==> src/rtl/serializer_feed_fifo.sv <==
// serializer_feed_fifo: buffers wide words and hands them one at a time, as
// single-cycle valid pulses, to a downstream serializer whenever it is idle.
`default_nettype none

module serializer_feed_fifo #(
  parameter int WIDTH = 8,
  parameter int N     = 2,
  parameter int DEPTH = 4
) (
  input  logic                     clk_i,
  input  logic                     rst_ni,
  input  logic [WIDTH*N-1:0]       in_data_i,
  input  logic                     in_valid_i,
  output logic                     in_ready_o,
  output logic [WIDTH*N-1:0]       ser_data_o,
  output logic                     ser_valid_o,
  input  logic                     ser_busy_i,
  output logic [$clog2(DEPTH):0]   level_o,
  output logic                     overflow_o
);

  localparam int AW = $clog2(DEPTH);
  localparam int LW = AW + 1;
  localparam int DW = WIDTH * N;

  logic [DW-1:0] mem_q [DEPTH];
  logic [AW-1:0] wr_ptr_q, wr_ptr_d;
  logic [AW-1:0] rd_ptr_q, rd_ptr_d;
  logic [LW-1:0] level_q, level_d;
  logic [DW-1:0] ser_data_q, ser_data_d;
  logic          ser_valid_q, ser_valid_d;
  logic          overflow_q, overflow_d;
  logic          full, push, issue;

  always_comb begin
    full  = (level_q == LW'(DEPTH));
    push  = in_valid_i && !full;
    // The !ser_valid_q term keeps every pulse one cycle long; the serializer
    // raises busy on the edge that ends it.
    issue = (level_q != '0) && !ser_busy_i && !ser_valid_q;

    wr_ptr_d    = wr_ptr_q;
    rd_ptr_d    = rd_ptr_q;
    ser_data_d  = ser_data_q;
    ser_valid_d = issue;
    overflow_d  = overflow_q | (in_valid_i & full);
    level_d     = level_q;

    if (push) begin
      wr_ptr_d = wr_ptr_q + 1'b1;
    end
    if (issue) begin
      rd_ptr_d   = rd_ptr_q + 1'b1;
      ser_data_d = mem_q[rd_ptr_q];
    end

    case ({push, issue})
      2'b10:   level_d = level_q + 1'b1;
      2'b01:   level_d = level_q - 1'b1;
      default: level_d = level_q;
    endcase
  end

  // Storage needs no reset: the pointers alone define which entries are live.
  always_ff @(posedge clk_i) begin
    if (push) begin
      mem_q[wr_ptr_q] <= in_data_i;
    end
  end

  always_ff @(posedge clk_i or negedge rst_ni) begin
    if (!rst_ni) begin
      wr_ptr_q    <= '0;
      rd_ptr_q    <= '0;
      level_q     <= '0;
      ser_data_q  <= '0;
      ser_valid_q <= 1'b0;
      overflow_q  <= 1'b0;
    end else begin
      wr_ptr_q    <= wr_ptr_d;
      rd_ptr_q    <= rd_ptr_d;
      level_q     <= level_d;
      ser_data_q  <= ser_data_d;
      ser_valid_q <= ser_valid_d;
      overflow_q  <= overflow_d;
    end
  end

  assign in_ready_o  = !full;
  assign ser_data_o  = ser_data_q;
  assign ser_valid_o = ser_valid_q;
  assign level_o     = level_q;
  assign overflow_o  = overflow_q;

endmodule

`default_nettype wire
==> config.mk <==
export PLATFORM = sky130hd
export DESIGN_NAME = serializer_feed_fifo
export DESIGN_NICKNAME = d
export VERILOG_FILES = /design/src/rtl/serializer_feed_fifo.sv
export SDC_FILE = /design/constraint.sdc
export NUM_CORES = 1
export LEC_CHECK = 0
export BUFFER_PORTS_ARGS = -buffer_cell sky130_fd_sc_hd__buf_4
export CAP_MARGIN = 25
export CORE_MARGIN = 10
export CORE_UTILIZATION = 30
export DETAILED_ROUTE_END_ITERATION = 6
export HOLD_SLACK_MARGIN = 0.15
export SYNTH_ARGS = -nofsm -noshare
export SYNTH_HDL_FRONTEND = slang
export SYNTH_SLANG_ARGS = --single-unit
export TNS_END_PERCENT = 1
==> constraint.sdc <==
create_clock -name clk_i -period 5 [get_ports clk_i]
set_input_delay 0.75 -clock clk_i [delete_from_list [all_inputs] [get_ports clk_i]]
set_output_delay 0.75 -clock clk_i [all_outputs]
set_load 0.02 [all_outputs]
# After elaboration in Yosys (flattened, before gate mapping)
# Memories as Yosys holds them, arrays and structs flattened. A register that Yosys moved wholly into a read port is not among the register bits.
# Cells that the tools add are included.
[op_classes] n_mux=3 eq_ne=3 reduce_logical=9 bitwise=2 n_addsub=4
[ops] cell="3-bit one-hot mux with 2 select lines" count=1
[ops] cell="2-bit by 1-bit adder with 2-bit output (second input constant)" count=2
[ops] cell="1-bit zero test" count=4
[ops] cell="3-bit by 1-bit adder with 3-bit output (second input constant)" count=1
[ops] cell="3-bit equality test (second input constant)" count=1
[ops] cell="1-bit logical AND" count=3
[ops] cell="3-bit nonzero test" count=1
[ops] cell="3-bit by 1-bit subtractor with 3-bit output (second input constant)" count=1
[ops] cell="2-bit by 1-bit equality test with 1-bit output (second input constant)" count=1
[ops] cell="2-bit equality test (second input constant)" count=1
[ops] cell="1-bit 2-to-1 mux" count=2
[ops] cell="2-bit nonzero test" count=1
[ops] cell="1-bit bitwise AND" count=1
[ops] cell="1-bit OR" count=1
[word_totals] elab_cells=27 inputBits=20 mem_count=1 regBits=9 out_inout_bits=22 ram_bits=64
[mem_list] memory="mem_q" words=4 width=16 rd=1 rd_ports_with_merged_regs=1 write_ports=1 line="26" source="logic [DW-1:0] mem_q [DEPTH];"

# Longest topological paths before layout
# Gate-level depths: netlist of the first run.
[logic_depth] ltp_word=5 ltp_mapped=11 depth_no_buf=9

# Least setup slack after synthesis of the first run
# No wires, ideal clock.
[synth_path] path_type="in2reg" startpoint="in ser_busy_i" endpoint="reg level_q[2] (netlist: level_o[2])" slack_ns=2.492 setup_time_ns=0.080 arrival_time_ns=2.428 n_path_buf=2 required_ns=4.920 path_stages=10 path_cell_list="or3_1 buf_6 buf_12 inv_1 ha_1 inv_1 fa_1 xor2_1 nor2_1 xor2_1"
[synth_between] elab_chain_cells=5 word_cells_on_any_way=7
[synth_rtl] item="start: declaration" line="17" source="input logic ser_busy_i,"
[synth_rtl] item="1-bit zero test *" line="40" source="issue = (level_q != '0) && !ser_busy_i && !ser_valid_q;"
[synth_rtl] item="1-bit logical AND * (2 in a row)" line="40"
[synth_rtl] item="named net issue" line="33" source="logic full, push, issue;"
[synth_rtl] item="2-bit by 1-bit equality test with 1-bit output / 2-bit equality test (equally long branches)" line="57" source="case ({push, issue})"
[synth_rtl] item="3-bit one-hot mux with 2 select lines / 2-bit nonzero test (equally long branches)"
[synth_rtl] item="end signal: assignment" line="82" source="level_q <= level_d;"
[synth_rtl] item="end: declaration" line="29" source="logic [LW-1:0] level_q, level_d;"
# Mark *: on every way through the listed nets, which the timed path passes. The rest lies on a longest branch.
# A chain may end at the register's enable or synchronous reset.

# Worst setup path in the final report of the first run
# Ends and elaborated chain as after synthesis.

==> results of run 1 <==
routing by layer:
layer,track usage,wire [microns],vias up
li1,-,-,716
met1,0.0891,2560,786
met2,0.133,3250,34
met3,0.0331,310,2
met4,0.0301,25,0
met5,0,0,-
worst min path at each step:
stage | startpoint | endpoint | slack [ns] | cells past startpoint
after floorplan | rst_ni | level_o[0]$_DFFE_PN0P_ | 0.45 | 0
after global placement | overflow_o$_DFF_PN0_ | overflow_o$_DFF_PN0_ | 0.44 | 1
after detailed placement | overflow_o$_DFF_PN0_ | overflow_o$_DFF_PN0_ | 0.45 | 1
after CTS | rst_ni | ser_data_o[3]$_DFFE_PN0P_ | 0.33 | 1
after global routing | rst_ni | ser_data_o[3]$_DFFE_PN0P_ | 0.34 | 1
final | rst_ni | ser_data_o[3]$_DFFE_PN0P_ | 0.32 | 1
cell type report:
| type | instances | area [sq um] |
|---|---|---|
| tap | 143 | 179 |
| sequential | 89 | 2550 |
| multi-input combinational | 57 | 798 |
| clock inverter | 7 | 85.1 |
| inverter | 8 | 30.0 |
| timing repair buffer | 42 | 315 |
| fill | 1063 | 7140 |
| clock buffer | 9 | 225 |
power by group:
group / internal [W] / switching (W)
clock: 0.000432 / 0.000254
sequential: 0.00102 / 0.000130
combinational: 0.000424 / 0.000383
metrics by stage:
stage	power, W	utilization	instances	area [sq um]	setup slack (ns)
finish	0.00264	0.369	355	4180	2.36
global route	0.00280	0.369	355	4180	2.13
CTS	0.00269	0.369	355	4180	2.33
detailed placement	0.00200	0.342	339	3870	1.99
global placement	0.00198	0.342	339	3870	2.08
floorplan	0.00172	-	160	3440	2.49
kinds of logic after synthesis:
kind of cell | count (synthesis) | synth area share
buf+inv | 14 | 0.0273
simple gates | 10 | 0.0186
flops | 89 | 0.741
xor+xnor | 6 | 0.0153
mux | 34 | 0.172
fa+ha+maj | 6 | 0.0240
compound gates | 1 | 0.00218
flip-flops by register name, summed over array words and instances (netlist names):
signal       cells
rd_ptr_q         2
overflow_o       1
ser_valid_o      1
level_o          3
ser_data_o      16
mem_q           64
wr_ptr_q         2
placed cells by master (no fill, tap or decap), drive strengths merged, types with 2 or more instances in the layout:
cell / synthesis / routed
ha: 5 / 5
clkbuf: 0 / 9
xnor2: 4 / 4
mux4: 16 / 16
buf: 6 / 42
dfrtp: 25 / 25
xor2: 2 / 2
bufinv: 0 / 2
edfxtp: 64 / 64
clkinv: 0 / 5
inv: 8 / 8
and2: 4 / 4
mux2: 17 / 17
==> results.toml, run 1 <==
[synthesis]
synthFlopType = "edfxtp_1"
synth_most_common_cell = "edfxtp_1"
synthTopCellsByCount = "64 x edfxtp_1, 25 x dfrtp_1, 16 x mux4_2"
async_flop_share = 0.281
ys_top_cells_by_area = "edfxtp_1 56%, dfrtp_1 18%, mux4_2 10%"
yosysWarnings = 0
syn_nets = 186
synth_area_sq_um = 3440
syn_avg_cell_area_sq_um = 21.5
yosysUniqueCellTypes = 22
synth_edf_count = 64
ys_seq_elements = 89
synth-seq-area-share = 0.741
netlist.top_cell.by_area = "edfxtp_1"
synth_cells = 160
synth_top_area_frac = 0.559

[detailed_routing]
vias_per_cell = 4.33
ant_nets = 0
drc = 0
routed_wl_microns = 6150
firstDrtPassIters = 4
vias = 1538
wl_per_cell_microns = 17.3
drtIter0Drc = 82

[clock_network]
tritoncts = "yes"
cts_setup_buffers = 0
clkSinkCount = 89
h-tree-depth = 3
hold_buffers = 0
cts_buffer_depth = 2
clk_pin_slew_ns = 0.06
clk_latency_ns = 0.33
cts_buffers = 9
cts_resized = 0
cts_root_buffer = "clkbuf_16"

[floorplanning]
start_util = 0.304
rows = 39
die_y_microns = 127
io_pins = 42
core_region_area_sq_um = 11300
dieArea_sq_um = 16100
die_width_microns = 127

[setup_path]
r2r_slack_ns = 2.43
cp_num_cells = 9
cp_max_fo = 18
arrival_ns = 2.89
critPathLaunchType = "input port"
r2r-end = "level_o[2]$_DFFE_PN0P_"
worstPathCellList = "buf_4 -> or3_1 -> inv_1 -> ha_1 -> inv_1 -> fa_1 -> xor2_1 -> nor2_1 -> xor2_1"
critical-path-slowest-cell = "or3_1"
path_delay_family = "simple AND/OR/NAND/NOR gates"
cp_slowest_stage_delay_ns = 0.78
end_kind = "flip-flop"
critPathLaunch = "ser_busy_i"
crit_path_end = "level_o[2]$_DFFE_PN0P_"
r2r-start = "level_o[0]$_DFFE_PN0P_"
crit_required_ns = 5.25
crit_buf_inv = 3
r2r_cells = 9
path_class = "in2reg"

[cells_and_area]
nets = 233
area_growth_pct = 21.5
diodes = 0
layout-drive-gt1-share = 0.415

[timing]
tightest_slew_ns = 1.01
fmax_ghz = 0.378
max_slew_margin = 0.326
tns_ns = 0
finalCritPeriodShare = 0.529
rsz0062_at_grt = "no"
drv_slew = 0
finalSetupViolations = 0
period_needed_ns = 2.64
final.setup_skew_ns = 0.00706
holdWs_ns = 0.322
hold_violations = 0

[power]
leakage_nw = 1.57
power.density_nw_per_um2 = 632
ir_drop_mv = 0.377

[run_status]
status = "finished, final reports clean"

[global_route]
grt_max_degree = 26
track_usage = 0.0797
antenna_found_initial = 0
overflow = 0
grt_pass1_wl_microns = 9650
grt_pass1_vias = 1703

[placement]
port-buffer-count = 41
gp_congestion = 0.671
dp_hpwl_microns = 4010

[hold_path]
hp-class = "in2async"

[run]
maxCapViolations = 0
Note: power is estimated with default switching activity, not from simulation.
==> run 2: changes to the inputs <==
Settings changed: ABC_AREA set to 1.
Clock period 5 ns to 2.3 ns, I/O delays scaled along.
==> results.toml, run 2 <==
[hold_path]
hp-class = "in2reg"
min_path_cells = 1
hold_end = "mem_q[0][11]$_DFFE_PP_"
worstHoldStart = "in_data_i[11]"

[synthesis]
syn_avg_cell_area_sq_um = 10.2
yosysWarnings = 0
synth_most_common_cell = "nand2_1"
synthTopCellsByCount = "137 x nand2_1, 77 x inv_1, 64 x edfxtp_1"
synth_area_sq_um = 3830
yosysUniqueCellTypes = 22
async_flop_share = 0.281
ys_top_cells_by_area = "edfxtp_1 50%, dfrtp_1 16%, nand2_1 13%"
synth-seq-area-share = 0.665
synthFlopType = "edfxtp_1"
synth_edf_count = 64
ys_seq_elements = 89
netlist.top_cell.by_area = "edfxtp_1"
synth_top_area_frac = 0.502
synth_cells = 375
syn_nets = 401

[clock_network]
h-tree-depth = 3
tritoncts = "yes"
cts_resized = 0
clkSinkCount = 89
clk_pin_slew_ns = 0.06
hold_buffers = 1
clk_latency_ns = 0.34
cts_buffers = 9
cts_root_buffer = "clkbuf_16"
cts_setup_buffers = 0
cts_buffer_depth = 2

[placement]
post_dp_cell_area_sq_um = 4310
gp_congestion = 0.767
port-buffer-count = 41
dpl_worst_slack_ns = 0.325
dp_hpwl_microns = 5190

[run_status]
status = "finished, final reports clean"

[timing]
finalSetupViolations = 0
final.setup_skew_ns = 0.00729
hold_violations = 0
holdWs_ns = 0.204
fmax_ghz = 0.506
finalCritPeriodShare = 0.859
max_slew_margin = 0.604
finalWorstSetupSlack_ns = 0.325
tns_ns = 0
tightest_slew_ns = 0.593
drv_slew = 0
period_needed_ns = 1.98
rsz0062_at_grt = "no"

[setup_path]
critPathLaunch = "level_o[0]$_DFFE_PN0P_"
critPathLaunchType = "flip-flop"
arrival_ns = 2.20
r2r-end = "level_o[2]$_DFFE_PN0P_"
r2r_slack_ns = 0.32
crit_required_ns = 2.52
r2r_cells = 9
path_class = "reg2reg"
end_kind = "flip-flop"
r2r-start = "level_o[0]$_DFFE_PN0P_"
cp_max_fo = 7

[floorplanning]
io_pins = 42
die_y_microns = 133
dieArea_sq_um = 17700
start_util = 0.305
core_region_area_sq_um = 12600
die_width_microns = 133
rows = 41

[cells_and_area]
largest_reg_flops = 64
nFillCells = 1259
nets = 450
diodes = 0
area_growth_pct = 20.2
final_area_sq_um = 4610
layout-drive-gt1-share = 0.172
largest_register = "mem_q"
final_common_cell = "nand2_1"
final_cell_mix = "137 x nand2_1, 77 x inv_1, 64 x edfxtp_1"

[detailed_routing]
drc = 0
ant_nets = 0
firstDrtPassIters = 6
wl_per_cell_microns = 13.4
drtIter0Drc = 158
vias = 2471
vias_per_cell = 4.11
routed_wl_microns = 8070

[global_route]
grt_pass1_vias = 2509
antenna_found_initial = 0
overflow = 0
track_usage = 0.0943
grt_pass1_wl_microns = 13100
grt_max_degree = 35

[run]
maxCapViolations = 0

[power]
ir_drop_mv = 0.418
leakage_nw = 2.19
power.density_nw_per_um2 = 1270
==> run 2: cell count changes after synthesis, moves of 3 or more <==
cell | before | now
nand2_1 | 0 | 137
inv_1 | 8 | 77
nand3_1 | 0 | 33
mux4_2 | 16 | 0
mux2_2 | 9 | 0
mux2_4 | 8 | 0
buf_4 | 0 | 7
and2_1 | 4 | 0
inv_2 | 0 | 3
nor2_1 | 1 | 4
==> run 2: where the power goes <==
group          switching (W)  total [W]  leakage (nW)  internal, W
Sequential          0.000200    0.00238         0.888      0.00218
Clock               0.000645    0.00140         0.131     0.000751
Combinational        0.00136    0.00210          1.17     0.000739
Total                0.00220    0.00587          2.19      0.00367
==> run 2: stage by stage <==
step           total power, W  utilization  instances
2_1_floorplan         0.00385            -        375
3_3_place_gp          0.00450        0.343        584
3_5_place_dp          0.00456        0.343        584
4_1_cts               0.00598        0.367        601
5_1_grt               0.00632        0.367        601
6_report              0.00587        0.367        601
==> run 2: worst max path at each step <==
stage / endpoint / cells past startpoint
2_1_floorplan: mem_q[0][0]$_DFFE_PP_ / 4
3_3_place_gp: level_o[2]$_DFFE_PN0P_ / 9
5_1_grt: level_o[2]$_DFFE_PN0P_ / 10
6_report: level_o[2]$_DFFE_PN0P_ / 9
3_5_place_dp: level_o[2]$_DFFE_PN0P_ / 9
4_1_cts: level_o[2]$_DFFE_PN0P_ / 9
==> run 2: logic make-up (layout without fill, tap and decap cells) <==
kind of cell             after synthesis  in the layout  share of synthesized area
XOR/XNOR                               4              4                    0.00915
buffers and inverters                 93            147                      0.107
AO/OA/AOI/OAI                          3              3                    0.00490
adder cells (fa/ha/maj)                6              6                     0.0216
AND/OR/NAND/NOR                      180            180                      0.192
flip-flops                            89             89                      0.665
==> run 2: area by class of cell <==
cell class,count,area [sq um],area share
Multi-Input combinational cell,193,873,0.190
Sequential cell,89,2550,0.553
Clock inverter,7,60.1,0.0130
Tap cell,172,215,0.0467
Timing Repair Buffer,51,385,0.0837
Clock buffer,9,225,0.0489
Inverter,80,300,0.0652
==> run 2: layer usage <==
| layer | vias to the layer above | GRT usage | wire length, microns |
|---|---|---|---|
| met5 | - | 0 | 0 |
| met4 | 0 | 0.0220 | 73 |
| met1 | 1156 | 0.113 | 3540 |
| met2 | 61 | 0.153 | 3900 |
| li1 | 1247 | - | - |
| met3 | 7 | 0.0397 | 558 |
==> run 2: worst max-delay path, stage by stage, from the launching register on <==
cell,delay (ns)
dfrtp_1,0.43
nor2_2,0.18
nand2_1,0.13
nand2_2,0.17
ha_1,0.19
inv_1,0.07
fa_1,0.38
nand2_1,0.08
nand3b_1,0.09
xor2_1,0.15
==> run 3: changes to the inputs <==
Settings changed: CTS_BUF_LIST set to sky130_fd_sc_hd__clkbuf_8.
==> results.toml, run 3 (same netlist as run 2, synthesis figures left out) <==
[timing]
finalCritPeriodShare = 0.858
rsz0062_at_grt = "no"
tns_ns = 0
finalWorstSetupSlack_ns = 0.326
period_needed_ns = 1.97
tightest_slew_ns = 0.602
hold_violations = 0
fmax_ghz = 0.507
drv_slew = 0
finalSetupViolations = 0
max_slew_margin = 0.598
final.setup_skew_ns = 0.0107

[setup_path]
path_class = "reg2reg"
crit_required_ns = 2.55
critical-path-slowest-cell = "dfrtp_1"
critPathLaunchType = "flip-flop"
cp_max_fo = 7
worstPathCellList = "nor2_2 -> nand2_1 -> nand2_2 -> ha_1 -> inv_1 -> fa_1 -> nand2_1 -> nand3b_1 -> xor2_1"
cp_slowest_stage_delay_ns = 0.44
path_delay_family = "simple AND/OR/NAND/NOR gates"
arrival_ns = 2.23
cp_common_cell = "nand2_1"
end_kind = "flip-flop"
crit_buf_inv = 1

[global_route]
overflow = 0
grt_pass1_vias = 2529
grt_pass1_wl_microns = 13200
track_usage = 0.0946
antenna_found_initial = 0
grt_max_degree = 35

[placement]
port-buffer-count = 41
gp_congestion = 0.767
dp_hpwl_microns = 5190
dpl_worst_slack_ns = 0.325

[floorplanning]
dieArea_sq_um = 17700
io_pins = 42
die_width_microns = 133
rows = 41
core_region_area_sq_um = 12600
die_y_microns = 133
start_util = 0.305

[detailed_routing]
routed_wl_microns = 8150
drtIter0Drc = 118
vias_per_cell = 4.09
wl_per_cell_microns = 13.5
drc = 0
vias = 2468
firstDrtPassIters = 4
ant_nets = 0

[power]
leakage_nw = 2.16
power.density_nw_per_um2 = 1220
ir_drop_mv = 0.424

[clock_network]
h-tree-depth = 3
cts_resized = 0
clkSinkCount = 89
cts_root_buffer = "clkbuf_8"
cts_buffer_depth = 2
cts_buffers = 9
clk_latency_ns = 0.37
clk_pin_slew_ns = 0.10
tritoncts = "yes"

[cells_and_area]
largest_register = "mem_q"
largest_reg_flops = 64
layout-drive-gt1-share = 0.172
final_common_cell = "nand2_1"
area_growth_pct = 18.1
diodes = 0
nets = 452
final_cell_mix = "137 x nand2_1, 77 x inv_1, 64 x edfxtp_1"

[run_status]
status = "finished, final reports clean"

[run]
maxCapViolations = 0

[hold_path]
hp-class = "in2reg"
-- run 3: final timing paths --
path / startpoint / endpoint / cells past startpoint / slack, ns
worst max-delay path: level_o[0]$_DFFE_PN0P_ / level_o[2]$_DFFE_PN0P_ / 9 / 0.33
worst min-delay path: in_data_i[15] / mem_q[2][15]$_DFFE_PP_ / 1 / 0.18
worst max register to register: level_o[0]$_DFFE_PN0P_ / level_o[2]$_DFFE_PN0P_ / 9 / 0.33
worst min register to register: overflow_o$_DFF_PN0_ / overflow_o$_DFF_PN0_ / 1 / 0.48
max in group asynchronous: rst_ni / wr_ptr_q[0]$_DFFE_PN0P_ / 2 / 1.60
min in group asynchronous: rst_ni / ser_data_o[12]$_DFFE_PN0P_ / 2 / 0.43
-- run 3: what timing repair did --
item | CTS | global route
endpoints found under the hold margin | 31 | 0
hold buffers | 3 | 0
setup buffers | 0 | 0
-- run 3: layout make-up --
| type | instances | area, sq um |
|---|---|---|
| Inverter | 80 | 300 |
| Clock buffer | 9 | 124 |
| Multi-Input combinational cell | 193 | 873 |
| Fill cell | 1276 | 8040 |
| Timing Repair Buffer | 53 | 405 |
| Sequential cell | 89 | 2550 |
| Clock inverter | 7 | 60.1 |
| Tap cell | 172 | 215 |
-- run 3: worst reg2reg max path: stages (launching register included) --
cell and delay, ns:
dfrtp_1 0.44, nor2_2 0.18, nand2_1 0.13, nand2_2 0.17, ha_1 0.19, inv_1 0.07
fa_1 0.38, nand2_1 0.08, nand3b_1 0.09, xor2_1 0.15
-- run 3: layer usage --
metal	track usage	routed length, microns
met5	0	0
met3	0.0341	630
met4	0.0312	102
met2	0.153	3860
met1	0.114	3550
-- run 3: report_power, final --
group          total, W  switching, W  internal, W
Sequential      0.00238      0.000200      0.00218
Clock           0.00101      0.000603     0.000411
Combinational   0.00211       0.00137     0.000742
-- run 3: through the flow --
step / util / std cells / hold slack [ns] / power (W) / instance area [sq um]
after floorplan: - / 375 / 0.0494 / 0.00385 / 3830
after global placement: 0.343 / 584 / 0.287 / 0.00450 / 4310
after detailed placement: 0.343 / 584 / 0.298 / 0.00456 / 4310
after CTS: 0.360 / 603 / 0.151 / 0.00560 / 4530
after global routing: 0.360 / 603 / 0.151 / 0.00593 / 4530
final: 0.360 / 603 / 0.176 / 0.00550 / 4530
